--- src/rtl/bcd_pkg.sv ---
// bcd_pkg: shared state type, BCD digit limit and nibble validity helper for the countdown timer.
package bcd_pkg;
  typedef enum logic [1:0] {IDLE, RUN, PAUSED, DONE} state_e;
  localparam logic [3:0] BCD_MAX = 4'd9;
  function automatic logic nibble_ok(input logic [3:0] n);
    return n <= BCD_MAX;
  endfunction
endpackage

--- src/rtl/bcd_countdown_timer_if.sv ---
// bcd_countdown_timer_if: control strobes, preset and count/status signals of the countdown timer.
interface bcd_countdown_timer_if #(parameter int DIGITS = 4);
  logic                  en;
  logic                  load;
  logic [4*DIGITS-1:0]   load_val;
  logic                  start;
  logic                  pause;
  logic [4*DIGITS-1:0]   bcd;
  logic                  running;
  logic                  zero;
  logic                  done;
  logic                  load_err;
  modport master (output en, load, load_val, start, pause, input bcd, running, zero, done, load_err);
  modport slave  (input en, load, load_val, start, pause, output bcd, running, zero, done, load_err);
endinterface

--- src/rtl/bcd_down_digit.sv ---
// bcd_down_digit: one BCD decade that decrements with 0->9 wrap and passes a borrow upward.
module bcd_down_digit (
  input  logic       clk,
  input  logic       rst_n,
  input  logic       dec_in,
  input  logic       load,
  input  logic [3:0] load_val,
  output logic [3:0] digit,
  output logic       borrow_out
);
  logic [3:0] digit_q, digit_d;
  always_comb begin
    digit_d = load ? load_val : dec_in ? (digit_q == 4'd0 ? 4'd9 : digit_q - 4'd1) : digit_q;
  end
  always_ff @(posedge clk or negedge rst_n) begin
    if (!rst_n) digit_q <= 4'd0;
    else        digit_q <= digit_d;
  end
  assign digit      = digit_q;
  assign borrow_out = dec_in && digit_q == 4'd0;
endmodule

--- src/rtl/bcd_countdown_timer.sv ---
// bcd_countdown_timer: multi-decade BCD countdown with load/start/pause control,
// expiry pulse and optional auto-reload of the last valid preset.
module bcd_countdown_timer
  import bcd_pkg::*;
#(
  parameter int DIGITS      = 4,
  parameter bit AUTO_RELOAD = 1'b0
) (
  input  logic                  clk,
  input  logic                  rst_n,
  bcd_countdown_timer_if.slave  bus
);
  localparam int W = 4 * DIGITS;
  state_e         state_q, state_d;
  logic [W-1:0]   preset_q, preset_d, bcd, ld_val;
  logic           done_q, done_d, load_err_q, load_err_d;
  logic           all_ok, load_ok, tick, last, zero, reload;
  logic [DIGITS:0] chain;
  logic           unused_borrow;
  always_comb begin
    all_ok = 1'b1;
    for (int n = 0; n < DIGITS; n++) all_ok = all_ok && nibble_ok(bus.load_val[4*n+:4]);
  end
  assign zero    = bcd == '0;
  assign load_ok = bus.load && all_ok;
  assign tick    = state_q == RUN && bus.en && !bus.load && !bus.pause;
  assign last    = tick && bcd == W'(1);
  assign reload  = last && AUTO_RELOAD;
  assign ld_val  = load_ok ? bus.load_val : preset_q;
  assign chain[0] = tick;
  // Each decade borrows only when every decade below it sits at zero.
  for (genvar i = 0; i < DIGITS; i++) begin : g_digit
    bcd_down_digit u_digit (
      .clk        (clk),
      .rst_n      (rst_n),
      .dec_in     (chain[i]),
      .load       (load_ok || reload),
      .load_val   (ld_val[4*i+:4]),
      .digit      (bcd[4*i+:4]),
      .borrow_out (chain[i+1])
    );
  end
  assign unused_borrow = chain[DIGITS];
  always_comb begin
    state_d    = bus.load ? (all_ok ? IDLE : state_q)
               : bus.pause ? (state_q == RUN ? PAUSED : state_q)
               : (bus.start && (state_q == IDLE || state_q == PAUSED) && !zero) ? RUN
               : (last && !AUTO_RELOAD) ? DONE : state_q;
    preset_d   = load_ok ? bus.load_val : preset_q;
    done_d     = last;
    load_err_d = bus.load && !all_ok;
  end
  always_ff @(posedge clk or negedge rst_n) begin
    if (!rst_n) begin
      state_q    <= IDLE;
      preset_q   <= '0;
      done_q     <= 1'b0;
      load_err_q <= 1'b0;
    end else begin
      state_q    <= state_d;
      preset_q   <= preset_d;
      done_q     <= done_d;
      load_err_q <= load_err_d;
    end
  end
  assign bus.bcd      = bcd;
  assign bus.running  = state_q == RUN;
  assign bus.zero     = zero;
  assign bus.done     = done_q;
  assign bus.load_err = load_err_q;
endmodule

--- src/flat_wrapper.sv ---
// flat-port wrapper written by rule: the top's interface ports become plain ports
module bcd_countdown_timer_flat import bcd_pkg::*;
#(
  parameter int DIGITS      = 4,
  parameter bit AUTO_RELOAD = 1'b0
)
  (clk, rst_n, bus_en, bus_load, bus_load_val, bus_start, bus_pause, bus_bcd, bus_running, bus_zero, bus_done, bus_load_err);
  bcd_countdown_timer_if #(.DIGITS(DIGITS)) bus_i ();
  input  logic clk;
  input  logic rst_n;
  input wire logic [$bits(bus_i.en)-1:0] bus_en;
  input wire logic [$bits(bus_i.load)-1:0] bus_load;
  input wire logic [$bits(bus_i.load_val)-1:0] bus_load_val;
  input wire logic [$bits(bus_i.start)-1:0] bus_start;
  input wire logic [$bits(bus_i.pause)-1:0] bus_pause;
  output wire logic [$bits(bus_i.bcd)-1:0] bus_bcd;
  output wire logic [$bits(bus_i.running)-1:0] bus_running;
  output wire logic [$bits(bus_i.zero)-1:0] bus_zero;
  output wire logic [$bits(bus_i.done)-1:0] bus_done;
  output wire logic [$bits(bus_i.load_err)-1:0] bus_load_err;
  assign bus_i.en = bus_en;
  assign bus_i.load = bus_load;
  assign bus_i.load_val = bus_load_val;
  assign bus_i.start = bus_start;
  assign bus_i.pause = bus_pause;
  assign bus_bcd = bus_i.bcd;
  assign bus_running = bus_i.running;
  assign bus_zero = bus_i.zero;
  assign bus_done = bus_i.done;
  assign bus_load_err = bus_i.load_err;
  bcd_countdown_timer #(.DIGITS(DIGITS), .AUTO_RELOAD(AUTO_RELOAD)) u_core (.clk(clk), .rst_n(rst_n), .bus(bus_i));
endmodule
--- config.mk ---
export PLATFORM = sky130hd
export DESIGN_NAME = bcd_countdown_timer_flat
export DESIGN_NICKNAME = d
export VERILOG_FILES = /design/src/rtl/bcd_pkg.sv /design/src/rtl/bcd_countdown_timer_if.sv /design/src/rtl/bcd_down_digit.sv /design/src/rtl/bcd_countdown_timer.sv /design/src/flat_wrapper.sv
export SDC_FILE = /design/constraint.sdc
export NUM_CORES = 1
export LEC_CHECK = 0
export ABC_AREA = 1
export CORE_MARGIN = 3
export CORE_UTILIZATION = 30
export DETAILED_ROUTE_END_ITERATION = 8
export PLACE_DENSITY_LB_ADDON = 0.15
export SKIP_CTS_REPAIR_TIMING = 1
export SYNTH_ARGS = -nofsm -noshare
export SYNTH_HDL_FRONTEND = slang
export SYNTH_SLANG_ARGS = --single-unit
--- constraint.sdc ---
create_clock -name clk -period 2.95 [get_ports clk]
set_input_delay 0.59 -clock clk [delete_from_list [all_inputs] [get_ports clk]]
set_output_delay 0.59 -clock clk [all_outputs]
set_load 0.02 [all_outputs]
* After elaboration in Yosys (flattened, before gate mapping)
Index checks and enable logic that the tools add are counted.
** Storage, ports and cells
- Input port bits :: 22
- Register bits :: 20
- Output and inout bits :: 20
- Word-level logic and storage cells :: 69
** Operators by class
- Magnitude comparators :: 4
- Reduce and logical (&&, ||, !) cells :: 31
- Mux-type cells :: 18
- Equality and inequality tests :: 5
- Add/subtract/negate cells :: 4
** Operators by type and width (number)
- 4-bit 2-to-1 mux :: 12
- 16-bit by 1-bit equality test with 1-bit output (second input constant) :: 1
- 4-bit less-or-equal comparator (second input constant) :: 4
- 16-bit logical NOT :: 1
- 4-bit logical NOT :: 4
- 4-bit by 1-bit subtractor with 4-bit output (second input constant) :: 4
- 1-bit logical AND :: 14
- 2-bit 2-to-1 mux :: 6
- 2-bit nonzero test :: 4
- 1-bit logical NOT :: 4
- 4-bit nonzero test :: 1
- 3-bit by 2-bit != test with 1-bit output (second input constant) :: 1
- 3-bit AND reduction :: 1
- 2-bit by 1-bit equality test with 1-bit output (second input constant) :: 1
- 2-bit equality test (second input constant) :: 1
- 2-bit logical NOT :: 1
- 2-bit by 1-bit != test with 1-bit output (second input constant) :: 1
- 1-bit logical OR :: 1

* Longest topological paths before layout
Gate-level depths: netlist (run 1).
- Depth after elaboration :: 9
- Depth in mapped cells :: 9
- Gate-level depth less buffers :: 9

* Cells and area by module
Synthesis (run 1) repeated with hierarchy kept, for this count alone.
** Unflattened totals
- Cell total of the unflattened synthesis :: 277
- Area total of the unflattened synthesis :: 2060.7 um2
** Modules (own cells, without submodules)
- bcd_down_digit :: seq. area each 100.1 um2, cells an instance 38, times used 4, area an instance 279.0 um2
- bcd_countdown_timer :: seq. area each 500.5 um2, cells an instance 125, times used 1, area an instance 944.7 um2

* Least setup slack after synthesis (run 1)
OpenSTA, ideal clock, no wires.
- Path kind :: reg2out
- Start point :: register u_core.g_digit[0].u_digit.digit_q[0]
- End point :: output port bus_zero
- Path buffers :: 0
- Stages on the path, launching flop included :: 6
- Required time :: 2.360 ns
- Data arrival time :: 1.129 ns
- Setup slack :: 1.231 ns
- Path through :: dfrtp_1 -> nor2_2 -> nand2_2 -> nor2_1 -> nand2_2 -> inv_1
** On the way
- Cells in the longest elaborated chain, start to end :: 1
** RTL lines
- start: declaration :: RTL line bcd_down_digit.sv:11 : logic [3:0] digit_q, digit_d;
- start signal: assignment :: RTL line bcd_down_digit.sv:17 : else digit_q <= digit_d;
- 16-bit logical NOT :: RTL line bcd_countdown_timer.sv:24 : assign zero = bcd == '0;
- end: declaration :: RTL line flat_wrapper.sv:18 : output wire logic [$bits(bus_i.zero)-1:0] bus_zero;
No other way between the ends.

* Worst setup path in the final report (run 1)
- Start point :: register u_core.g_digit[3].u_digit.digit_q[0]
- End point :: output port bus_zero
** On the way
- Cells in the longest elaborated chain, start to end :: 1
** RTL lines (RTL line)
- start: declaration :: bcd_down_digit.sv:11
- start signal: assignment :: bcd_down_digit.sv:17
- 16-bit logical NOT :: bcd_countdown_timer.sv:24
No other way between the ends.

==> results.py, run 1 <==
metrics = {
    "route": {
        "drc_errors": 0,
        "vias": 1313,
        "wl_mm": 3.31,
        "wl_per_cell_um": 11.7,
        "drt_iter0_drc": 64,
        "viasPerCell": 4.62,
        "drtPass1Iterations": 4,
        "final_antenna_net_count": 0,
    },
    "place": {
        "pre_cts_ws_ps": 591,
        "io_buffer_count": 41,
        "dp.cells": 280,
        "dpl.hpwl_mm": 2.58,
        "routabilityCongestion": 0.817,
    },
    "critical_path": {
        "crit_path_max_incr_delay_ps": 590,
        "path_class": "reg -> out",
        "cp.arrival_ps": 1920,
        "crit_family": "buffers and inverters",
        "critPathSlowestCell": "clkdlybuf4s50_1",
        "path_buf_inv": 2,
        "cp-end-kind": "output port",
        "startpoint_type": "flip-flop",
        "critPathMaxFanout": 7,
        "crit_required_ps": 2360,
        "crit_chain": "nor2_1, nand2_1, nor2_2, nand2_2, inv_1, clkdlybuf4s50_1",
    },
    "timing": {
        "final-hold-violation-count": 0,
        "tightestPinTransition_ps": 551,
        "max_freq_mhz": 399,
        "tns_ps": 0,
        "fin_crit_ps": 2510,
        "fin_crit_sh_pct": 85.0,
        "finalClockSkew_ps": 1.14,
        "grt_setup_unrepaired": "false",
        "timing.final.ws_setup_ps": 442,
        "setup_viol": 0,
        "slew_violations": 0,
        "maxSlewHeadroom_pct": 63.2,
    },
    "grt": {
        "grt_max_degree": 21,
        "grt_pass1_vias": 1208,
        "grt_pass1_wl_mm": 5.56,
        "overflow": 0,
        "grt_antenna_before_repair": 0,
        "grt_usage_pct": 13.2,
    },
    "floorplan": {
        "die_area_mm2": 0.00544,
        "die_h_um": 73.7,
        "initial_utilization_pct": 31.4,
        "io_pins": 42,
        "core_mm2": 0.00438,
        "fp-row-count": 24,
        "chipWidth_um": 73.7,
    },
    "logic_synthesis": {
        "seq_area_frac_synth_pct": 36.4,
        "yosys.cell_count.top_type": "nand2_1",
        "ys_ff_latch": 20,
        "synthArstFlopShare_pct": 100,
        "syn_avg_cell_area_um2": 7.32,
        "synth-edff-count": 0,
        "synthFlopType": "dfrtp_1",
        "synth_area_leaders": "dfrtp_1, nand2_1, nand3_1",
        "ys_warn_count": 0,
        "synth_common_cells": "nand2_1, dfrtp_1, nand3_1",
        "syn_inst": 188,
        "synth_nets": 210,
        "synth.top_cell.area_share_pct": 36.4,
        "synth_top_area_cell": "dfrtp_1",
        "synth_cell_types": 25,
        "synth_area_mm2": 0.00138,
    },
    "pwr": {
        "p_per_area_mw_per_mm2": 660,
        "p_leak_nw": 0.902,
        "ir_drop_v": 0.000165,
    },
    "clocking": {
        "tritoncts": "built",
        "path_clk_slew_ps": 80,
        "clockBufferDepth": 2,
        "clk_latency_ps": 260,
        "cts_buffers": 3,
        "cts_root_buf": "clkbuf_8",
        "htree_levels": 1,
        "clock_sinks": 20,
    },
    "layout": {
        "n_antenna_cell": 0,
        "layout.cells.non_filler": 284,
        "area_growth_pct": 37.5,
        "finalNetCount": 255,
        "drive_above_1_share_pct": 16.4,
    },
    "worst_hold_path": {
        "hold_class": "reg -> reg",
    },
    "flow_run": {
        "drv_cap": 0,
    },
    "outcome": {
        "status": "finished clean",
    },
}
[flip-flops by register name (all words and copies together) (netlist names)]
name,flops
u_core.bus.done,1
u_core.state_q,2
u_core.bus.load_err,1
u_core.g_digit.u_digit.digit,16
[cell families (layout without fill, tap and decap cells)]
group,Yosys count,after routing,synth area share (%)
buf+inv,21,65,6.82
xor+xnor,1,1,0.636
simple gates,125,125,47.8
compound gates,21,21,8.36
flops,20,20,36.4
[metal layers]
layer | share of wire, % | global-route usage [%] | routed length (um)
met5 | 0 | 0 | 0
met1 | 49 | 18.3 | 1620
met4 | 0.45 | 4.23 | 15
met3 | 4.2 | 2.46 | 138
met2 | 46 | 20.6 | 1540
[cell type report]
| type | count | area, um2 |
|---|---|---|
| Clock buffer | 4 | 55.1 |
| Fill cell | 464 | 2490 |
| Inverter | 19 | 71.3 |
| Multi-Input combinational cell | 147 | 782 |
| Sequential cell | 20 | 500 |
| Tap cell | 52 | 65.1 |
| Timing Repair Buffer | 42 | 418 |
[cell usage in the layout (no fill, tap or decap), drive strengths merged]
master / count
inv: 19
nor3: 2
clkdlybuf4s50: 41
or2: 2
clkbuf: 4
a21oi: 5
buf: 1
a21boi: 1
nand3: 23
nor2: 24
o211ai: 1
xnor2: 1
dfrtp: 20
nand4: 1
nand2: 73
o21ai: 12
o31ai: 2
[stage by stage]
step / power [W] / cell area (um2) / hold slack, ps / util, %
2_1_floorplan: 0.000801 / 1380 / 294 / -
3_3_place_gp: 0.00104 / 1840 / 533 / 41.9
3_5_place_dp: 0.00104 / 1840 / 532 / 41.9
4_1_cts: 0.00126 / 1890 / 549 / 43.2
5_1_grt: 0.00136 / 1890 / 606 / 43.2
6_report: 0.00125 / 1890 / 547 / 43.2
[report_power, final]
group / total (W) / leakage [nW] / switching (W) / internal (W)
sequential: 0.000458 / 0.249 / 0.000111 / 0.000347
clock: 0.000217 / 0.0288 / 0.0000984 / 0.000119
combinational: 0.000572 / 0.624 / 0.000312 / 0.000261
[worst paths after layout]
path | from | endpoint | slack, ps | cells after the start
hold reg to reg | u_core.state_q[0] | u_core.state_q[0] | 550 | 2
setup / recovery | u_core.g_digit[3].u_digit.digit[0] | bus_zero | 440 | 6
max in group asynchronous | rst_n | u_core.bus.load_err | 2060 | 2
setup reg to reg | u_core.g_digit[3].u_digit.digit[0] | u_core.state_q[1] | 1510 | 8
min in group asynchronous | rst_n | u_core.g_digit[1].u_digit.digit[0] | 670 | 2
hold / removal | u_core.state_q[0] | u_core.state_q[0] | 550 | 2
[worst min-delay path, delay by kind of cell (launching register included)]
kind | cells | cell delay (ps)
AND/OR/NAND/NOR | 2 | 120
flip-flops | 1 | 400
(Power assumes the default switching activity.)
==> run 2: changes to the inputs <==
--- a/config.mk
+++ b/config.mk
@@ -7,7 +7,7 @@
 export LEC_CHECK = 0
 export ABC_AREA = 1
 export CORE_MARGIN = 3
-export CORE_UTILIZATION = 30
+export CORE_UTILIZATION = 45
 export DETAILED_ROUTE_END_ITERATION = 8
 export PLACE_DENSITY_LB_ADDON = 0.15
 export SKIP_CTS_REPAIR_TIMING = 1
==> results.py, run 2 (synthesis results as in run 1) <==
metrics = {
    "outcome": {
        "status": "finished clean",
    },
    "floorplan": {
        "core_mm2": 0.00283,
        "fp-row-count": 19,
        "io_pins": 42,
        "die_h_um": 61.3,
        "initial_utilization_pct": 48.7,
        "chipWidth_um": 61.3,
        "die_area_mm2": 0.00376,
    },
    "critical_path": {
        "reg2reg_from": "u_core.g_digit[2].u_digit.digit[1]",
        "endpoint": "bus_zero",
        "setup.worst_path.start": "u_core.g_digit[0].u_digit.digit[0]",
        "cp.arrival_ps": 1970,
        "path_class": "reg -> out",
        "crit_required_ps": 2360,
        "r2r-end": "u_core.state_q[1]",
        "r2r_setup_slack_ps": 1480,
        "cp-end-kind": "output port",
        "critPathMaxFanout": 5,
        "worstRegToRegCells": 8,
        "startpoint_type": "flip-flop",
    },
    "route": {
        "drt_iter0_drc": 61,
        "wl_per_cell_um": 12.2,
        "drc_errors": 0,
        "final_antenna_net_count": 0,
        "vias": 1352,
        "viasPerCell": 5.16,
        "drtPass1Iterations": 4,
        "wl_mm": 3.20,
    },
    "timing": {
        "maxSlewHeadroom_pct": 62.6,
        "slew_violations": 0,
        "fin_crit_ps": 2560,
        "tns_ps": 0,
        "grt_setup_unrepaired": "false",
        "tightestPinTransition_ps": 559,
        "finalClockSkew_ps": 3.18,
        "fin_crit_sh_pct": 86.8,
        "final-hold-violation-count": 0,
        "setup_viol": 0,
        "max_freq_mhz": 390,
    },
    "layout": {
        "area_growth_pct": 33.2,
        "finalNetCount": 255,
        "n_antenna_cell": 0,
        "drive_above_1_share_pct": 16.0,
        "multiInputGateArea_um2": 782,
        "final.fill_count": 254,
        "register_area_um2": 500,
        "fin_area_mm2": 0.00183,
        "largest_reg_flops": 16,
        "final_common_cell": "nand2_1",
        "final_cell_mix": "nand2_1, clkdlybuf4s50_1, dfrtp_1",
    },
    "grt": {
        "grt_max_degree": 21,
        "overflow": 0,
        "grt_usage_pct": 19.5,
        "grt_antenna_before_repair": 0,
        "use_met2_pct": 33.2,
        "grt_pass1_vias": 1339,
        "met3_usage_pct": 2.94,
        "grt_pass1_wl_mm": 5.57,
        "top_usage_layer": "met2",
        "grt_util_met1_pct": 24.6,
    },
    "pwr": {
        "p_comb_share_pct": 49.3,
        "internal_power_w": 0.000655,
        "power.switching_w": 0.000511,
        "p_per_area_mw_per_mm2": 636,
        "ir_drop_v": 0.000360,
        "p_leak_nw": 0.887,
        "p_clk_share_pct": 11.5,
        "pwr-share-seq_pct": 39.1,
        "switching_share_pct": 43.8,
    },
    "clocking": {
        "cts_buffers": 3,
        "clock_sinks": 20,
        "htree_levels": 1,
        "clk_latency_ps": 300,
        "cts_root_buf": "clkbuf_4",
        "path_clk_slew_ps": 120,
        "clockBufferDepth": 2,
        "tritoncts": "built",
    },
    "place": {
        "dpl.hpwl_mm": 2.51,
        "dpl-instance-area_mm2": 0.00181,
        "routabilityCongestion": 0.838,
        "io_buffer_count": 41,
    },
    "flow_run": {
        "drv_cap": 0,
    },
    "worst_hold_path": {
        "hold_class": "reg -> reg",
    },
}
==> run 2: changes by cell type in the layout (fill, tap and decap cells not counted), sizes merged <==
cell    before  now
clkbuf       4    3
==> run 2: routing by layer <==
metal / up-vias / part of all wire, %
li1: 687 / -
met1: 621 / 43
met2: 40 / 50
met3: 4 / 5.6
met4: 0 / 0.94
met5: - / 0
==> run 2: worst max-delay path, stage by stage, from the launching register on <==
cell,delay (ps)
dfrtp_1,440
nor2_2,200
nand2_2,140
nor2_1,140
nand2_2,90
inv_1,60
clkdlybuf4s50_1,590
==> run 2: worst min-delay path by stage <==
stage	slack [ps]	startpoint	cells past startpoint	end
after global routing	620	rst_n	2	u_core.g_digit[1].u_digit.digit[1]
after global placement	530	u_core.state_q[0]	2	u_core.state_q[0]
after CTS	570	u_core.state_q[0]	2	u_core.state_q[0]
final	570	u_core.state_q[0]	2	u_core.state_q[0]
after floorplan	290	rst_n	0	u_core.bus.done
after detailed placement	550	u_core.state_q[0]	2	u_core.state_q[0]
==> run 2: final cells by class <==
type | instances | share of cell area, %
Clock buffer | 3 | 1.23
Inverter | 19 | 3.89
Multi-Input combinational cell | 147 | 42.7
Sequential cell | 20 | 27.3
Tap cell | 31 | 2.12
Timing Repair Buffer | 42 | 22.8
==> run 2: stage by stage <==
step                total power, W  setup WS (ps)  std cells  utilization (%)  hold slack (ps)
detailed placement         0.00104            679        259             64.0              547
floorplan                 0.000801           1230        188                -              294
finish                     0.00117            389        262             64.8              567
CTS                        0.00117            381        262             64.8              575
global placement           0.00103            716        259             64.0              527
global route               0.00127            248        262             64.8              619
==> run 2: power groups by stage <==
stage / clock network [W] / registers [W] / logic, W
floorplan: 0 / 0.000529 / 0.000271
global placement: 0 / 0.000456 / 0.000570
detailed placement: 0 / 0.000461 / 0.000578
CTS: 0.000134 / 0.000456 / 0.000581
global route: 0.000151 / 0.000477 / 0.000645
finish: 0.000135 / 0.000456 / 0.000576
==> edit 1, RTL diff (config.mk and constraints of run 2) <==
`AUTO_RELOAD` is set to 1'b0 in 2 places; all go to 1'b1.
--- a/src/rtl/bcd_countdown_timer.sv
+++ b/src/rtl/bcd_countdown_timer.sv
@@ -6,3 +6,3 @@
   parameter int DIGITS      = 4,
-  parameter bit AUTO_RELOAD = 1'b0
+  parameter bit AUTO_RELOAD = 1'b1
 ) (
--- a/src/flat_wrapper.sv
+++ b/src/flat_wrapper.sv
@@ -4,3 +4,3 @@
   parameter int DIGITS      = 4,
-  parameter bit AUTO_RELOAD = 1'b0
+  parameter bit AUTO_RELOAD = 1'b1
 )
Behaviour: not the same (a bounded check fails within 4 cycles, from zero or initial values and one cycle with rst_n low).
==> edit 1 against run 2 <==
Clock skew increased by 5.7 ps; via count increased by 35%; routed wire length increased by 44%; synthesized cell count increased by 39%; sequential cell count increased by 16; cell area increased by 46%; critical endpoint unchanged; worst setup slack got worse by 54 ps; register-to-register slack got worse by 180 ps; first-iteration DRC count increased to 2.8 times the old value; power increased by 72%; area after synthesis increased by 55%.
==> edit 1: results (changes against run 2) <==
metric,value,unit,change
yosysSeqAreaShare,0.423,,+0.0589
p_switching,0.000773,W,+51%
clkTransAtPathRegs,80,ps,-40 ps
cts-root-buf,clkbuf_8,,
vdd_drop_max,0.000455,V,+26%
layout-drive-gt1-share,0.133,,-0.0271
dpl_cell_area,2560,um2,+41%
first_iter_violations,173,,+180%
hpwl,3440,um,+37%
grt_pass1_wl,7920,um,+42%
nets,329,,+29%
crit_arrival,2020,ps,+50 ps
hold_end,u_core.preset_q[14],,
nFillCells,433,,+70%
postSynthNetCount,284,,+35%
status,"complete, no violations",,
grtUsageMet2,0.281,,-0.0509
slew_headroom,0.691,,+0.0653
grt_max_degree,37,,+76%
r2r_end,u_core.g_digit[1].u_digit.digit[0],,
grt.total_usage,0.186,,-0.00912
ys_types,32,,+28%
grt_use_met1,0.269,,+0.0231
dpl.cell_count,352,,+36%
pre_cts_ws,523,ps,-156 ps
grt_util_met3,0.0387,,+0.00937
routedWlPerCell,12.8,um,+4.9%
## edit 1: cell count changes in the layout (fill, tap and decap cells not counted), moves of 3 or more
cell	change
nor2_1	+8
clkbuf_4	-3
clkbuf_8	+5
inv_1	+19
nand2_2	-6
o211ai_2	+8
o21ai_0	+6
dfrtp_1	+16
nand3_1	+6
o21a_1	+8
## edit 1: cell type report
type	instances	area [um2]	area share
Sequential cell	36	901	0.338
Clock buffer	6	72.6	0.0272
Clock inverter	2	35.0	0.0131
Multi-Input combinational cell	182	1020	0.381
Timing Repair Buffer	44	433	0.162
Tap cell	52	65.1	0.0244
Inverter	38	145	0.0544
## edit 1: worst register-to-register path, stage by stage, from the launching register on
cell and delay (ps):
dfrtp_1 460, nor2_2 150, nand2_1 100, nor2_2 190, nand3_4 150, nand2_8 200, inv_4 100, o21ai_1 140
inv_1 40
## edit 1: layer usage
metal	wire, um	up-vias
li1	-	940
met1	2280	828
met2	2050	47
met3	229	7
met4	42	0
met5	0	-
## edit 1: power by group through the flow
| stage | sequential [W] | clock (W) | combinational, W |
|---|---|---|---|
| final | 0.000766 | 0.000433 | 0.000811 |
| after global routing | 0.000788 | 0.000468 | 0.000904 |
| after global placement | 0.000770 | 0 | 0.000804 |
| after CTS | 0.000766 | 0.000443 | 0.000819 |
| after detailed placement | 0.000776 | 0 | 0.000816 |
| after floorplan | 0.000854 | 0 | 0.000416 |
## edit 1: kinds of logic (layout without fill, tap and decap cells)
group	count (synthesis)	count (layout)	synth area share
AO/OA/AOI/OAI	45	45	0.147
XOR/XNOR	2	2	0.00822
buffers and inverters	44	90	0.101
flip-flops	36	36	0.423
AND/OR/NAND/NOR	135	135	0.321
==> edit 2, RTL diff (settings of run 2) <==
Without the edit above. The 4 states of `state_e` get a Gray code encoding in 2 bits.
--- a/src/rtl/bcd_pkg.sv
+++ b/src/rtl/bcd_pkg.sv
@@ -2,3 +2,3 @@
 package bcd_pkg;
-  typedef enum logic [1:0] {IDLE, RUN, PAUSED, DONE} state_e;
+  typedef enum logic [1:0] {IDLE = 2'b00, RUN = 2'b01, PAUSED = 2'b11, DONE = 2'b10} state_e;
   localparam logic [3:0] BCD_MAX = 4'd9;
Formal check against the unedited RTL: no difference found for any inputs over 10 cycles, from zero or initial values and one cycle with rst_n low; not proved beyond that.
==> edit 2 against run 2 <==
Maximum frequency fell by 1.3%; power fell by 0.37%; cell area fell by 2.3%; sequential share of layout area rose by 0.63 points; area after synthesis fell by 3.8%; critical path depth did not move; utilization fell by 0.38 points; worst hold slack got worse by 65 ps; routed wire length rose by 4.5%; sequential cell count did not move; first-iteration DRC count rose by 4.9%; worst setup slack got worse by 34 ps; largest power group unchanged.
==> edit 2: results (changes against run 2) <==
metric,value,unit,change
status,"complete, no violations",,
vdd_drop_max,0.000426,V,+18%
slew_headroom,0.722,,+0.0960
ys_types,31,,+24%
clk_latency,310,ps,
first_iter_violations,64,,+4.9%
layout-drive-gt1-share,0.134,,-0.0265
internal-power,0.000664,W,+1.3%
clkTransAtPathRegs,120,ps,about the same
cts-root-buf,clkbuf_4,,
postSynthNetCount,196,,-6.7%
synthTopCellsByCount,"nand2_1, nor2_1, dfrtp_1, inv_1, nand3_1",,
antenna-diode-count,0,,unchanged
gp_congestion,0.837,,-0.21%
crit_arrival,2000,ps,+30 ps
vias,1350,,-0.15%
antenna_found_initial,0,,unchanged
grt_pass1_wl,5640,um,+1.2%
synth_ff_type,dfrtp_1,,
clock_skew,2.92,ps,-0.260 ps
io_buffers,41,,unchanged
yosysSeqAreaShare,0.378,,+0.0144
cts-buffers-inserted,3,,unchanged
min-delay-path-class,register to register,,
cts_max_level,1,,unchanged
cts_buffer_depth,2,,unchanged
hpwl,2640,um,+5.4%
nFillCells,242,,-4.7%
leakagePower,0.902,nW,+1.7%
crit_fanout,5,,unchanged
synthArstFlopShare,1.00,,unchanged
grt_max_degree,21,,unchanged
nets,242,,-5.1%
routedWlPerCell,13.5,um,+10%
grt_pass1_vias,1297,,-3.1%
ys_top_cells_by_area,"dfrtp_1, nand2_1, nor2_1",,
drtPass1Iterations,4,,unchanged
grt.total_usage,0.202,,+0.00672
largest_reg_flops,16,,unchanged
yosys_warnings,0,,unchanged
## edit 2: critical path, stage by stage (launching register included)
cell             delay [ps]
dfrtp_1                 430
nor2_1                  210
nand2_1                 160
nor2_1                  120
nand2_1                 110
inv_1                    70
clkdlybuf4s50_1         600
## edit 2: final timing paths
| check | from | cells after the start | to | slack, ps |
|---|---|---|---|---|
| setup / recovery | u_core.g_digit[1].u_digit.digit[1] | 6 | bus_zero | 360 |
| hold / removal | u_core.state_q[1] | 2 | u_core.state_q[1] | 500 |
| setup reg to reg | u_core.g_digit[1].u_digit.digit[1] | 8 | u_core.g_digit[3].u_digit.digit[1] | 1450 |
| hold reg to reg | u_core.state_q[1] | 2 | u_core.state_q[1] | 500 |
| max in group asynchronous | rst_n | 2 | u_core.bus.load_err | 2130 |
| min in group asynchronous | rst_n | 2 | u_core.g_digit[1].u_digit.digit[0] | 610 |
## edit 2: metrics by stage
step                      setup slack [ps]   util  cells  instance area, um2  total power, W
after global routing                   186  0.644    248                1790         0.00125
after detailed placement               694  0.636    245                1770         0.00103
after floorplan                       1240      -    173                1320        0.000783
after global placement                 722  0.636    245                1770         0.00101
final                                  355  0.644    248                1790         0.00116
after CTS                              365  0.644    248                1790         0.00117
## edit 2: logic make-up (layout without fill, tap and decap cells)
family | Yosys count | in the layout | share of synthesized area
fa+ha+maj | 1 | 1 | 0.00945
simple gates | 100 | 100 | 0.413
buf+inv | 24 | 68 | 0.0747
compound gates | 27 | 27 | 0.118
xor+xnor | 1 | 1 | 0.00662
flops | 20 | 20 | 0.378
## edit 2: area by class of cell
cell class              instances  area (um2)  share of cell area
flip-flops and latches         20         500               0.279
inverters                      23        87.6              0.0489
repair buffers                 42         418               0.233
multi-input cells             129         724               0.404
well taps                      31        38.8              0.0216
clock buffers                   3        22.5              0.0126
## edit 2: per-layer routing
layer	share of wire	vias to the layer above	track usage
met3	0.058	3	0.0259
li1	-	658	-
met5	0	-	0
met2	0.52	43	0.366
met4	0.0081	0	0.0506
met1	0.41	646	0.248
## edit 2: power groups by stage
stage / Clock, W / Combinational, W / Sequential [W]
6_report: 0.000136 / 0.000579 / 0.000447
5_1_grt: 0.000148 / 0.000638 / 0.000462
4_1_cts: 0.000138 / 0.000583 / 0.000446
3_5_place_dp: 0 / 0.000579 / 0.000452
3_3_place_gp: 0 / 0.000567 / 0.000446
2_1_floorplan: 0 / 0.000261 / 0.000523
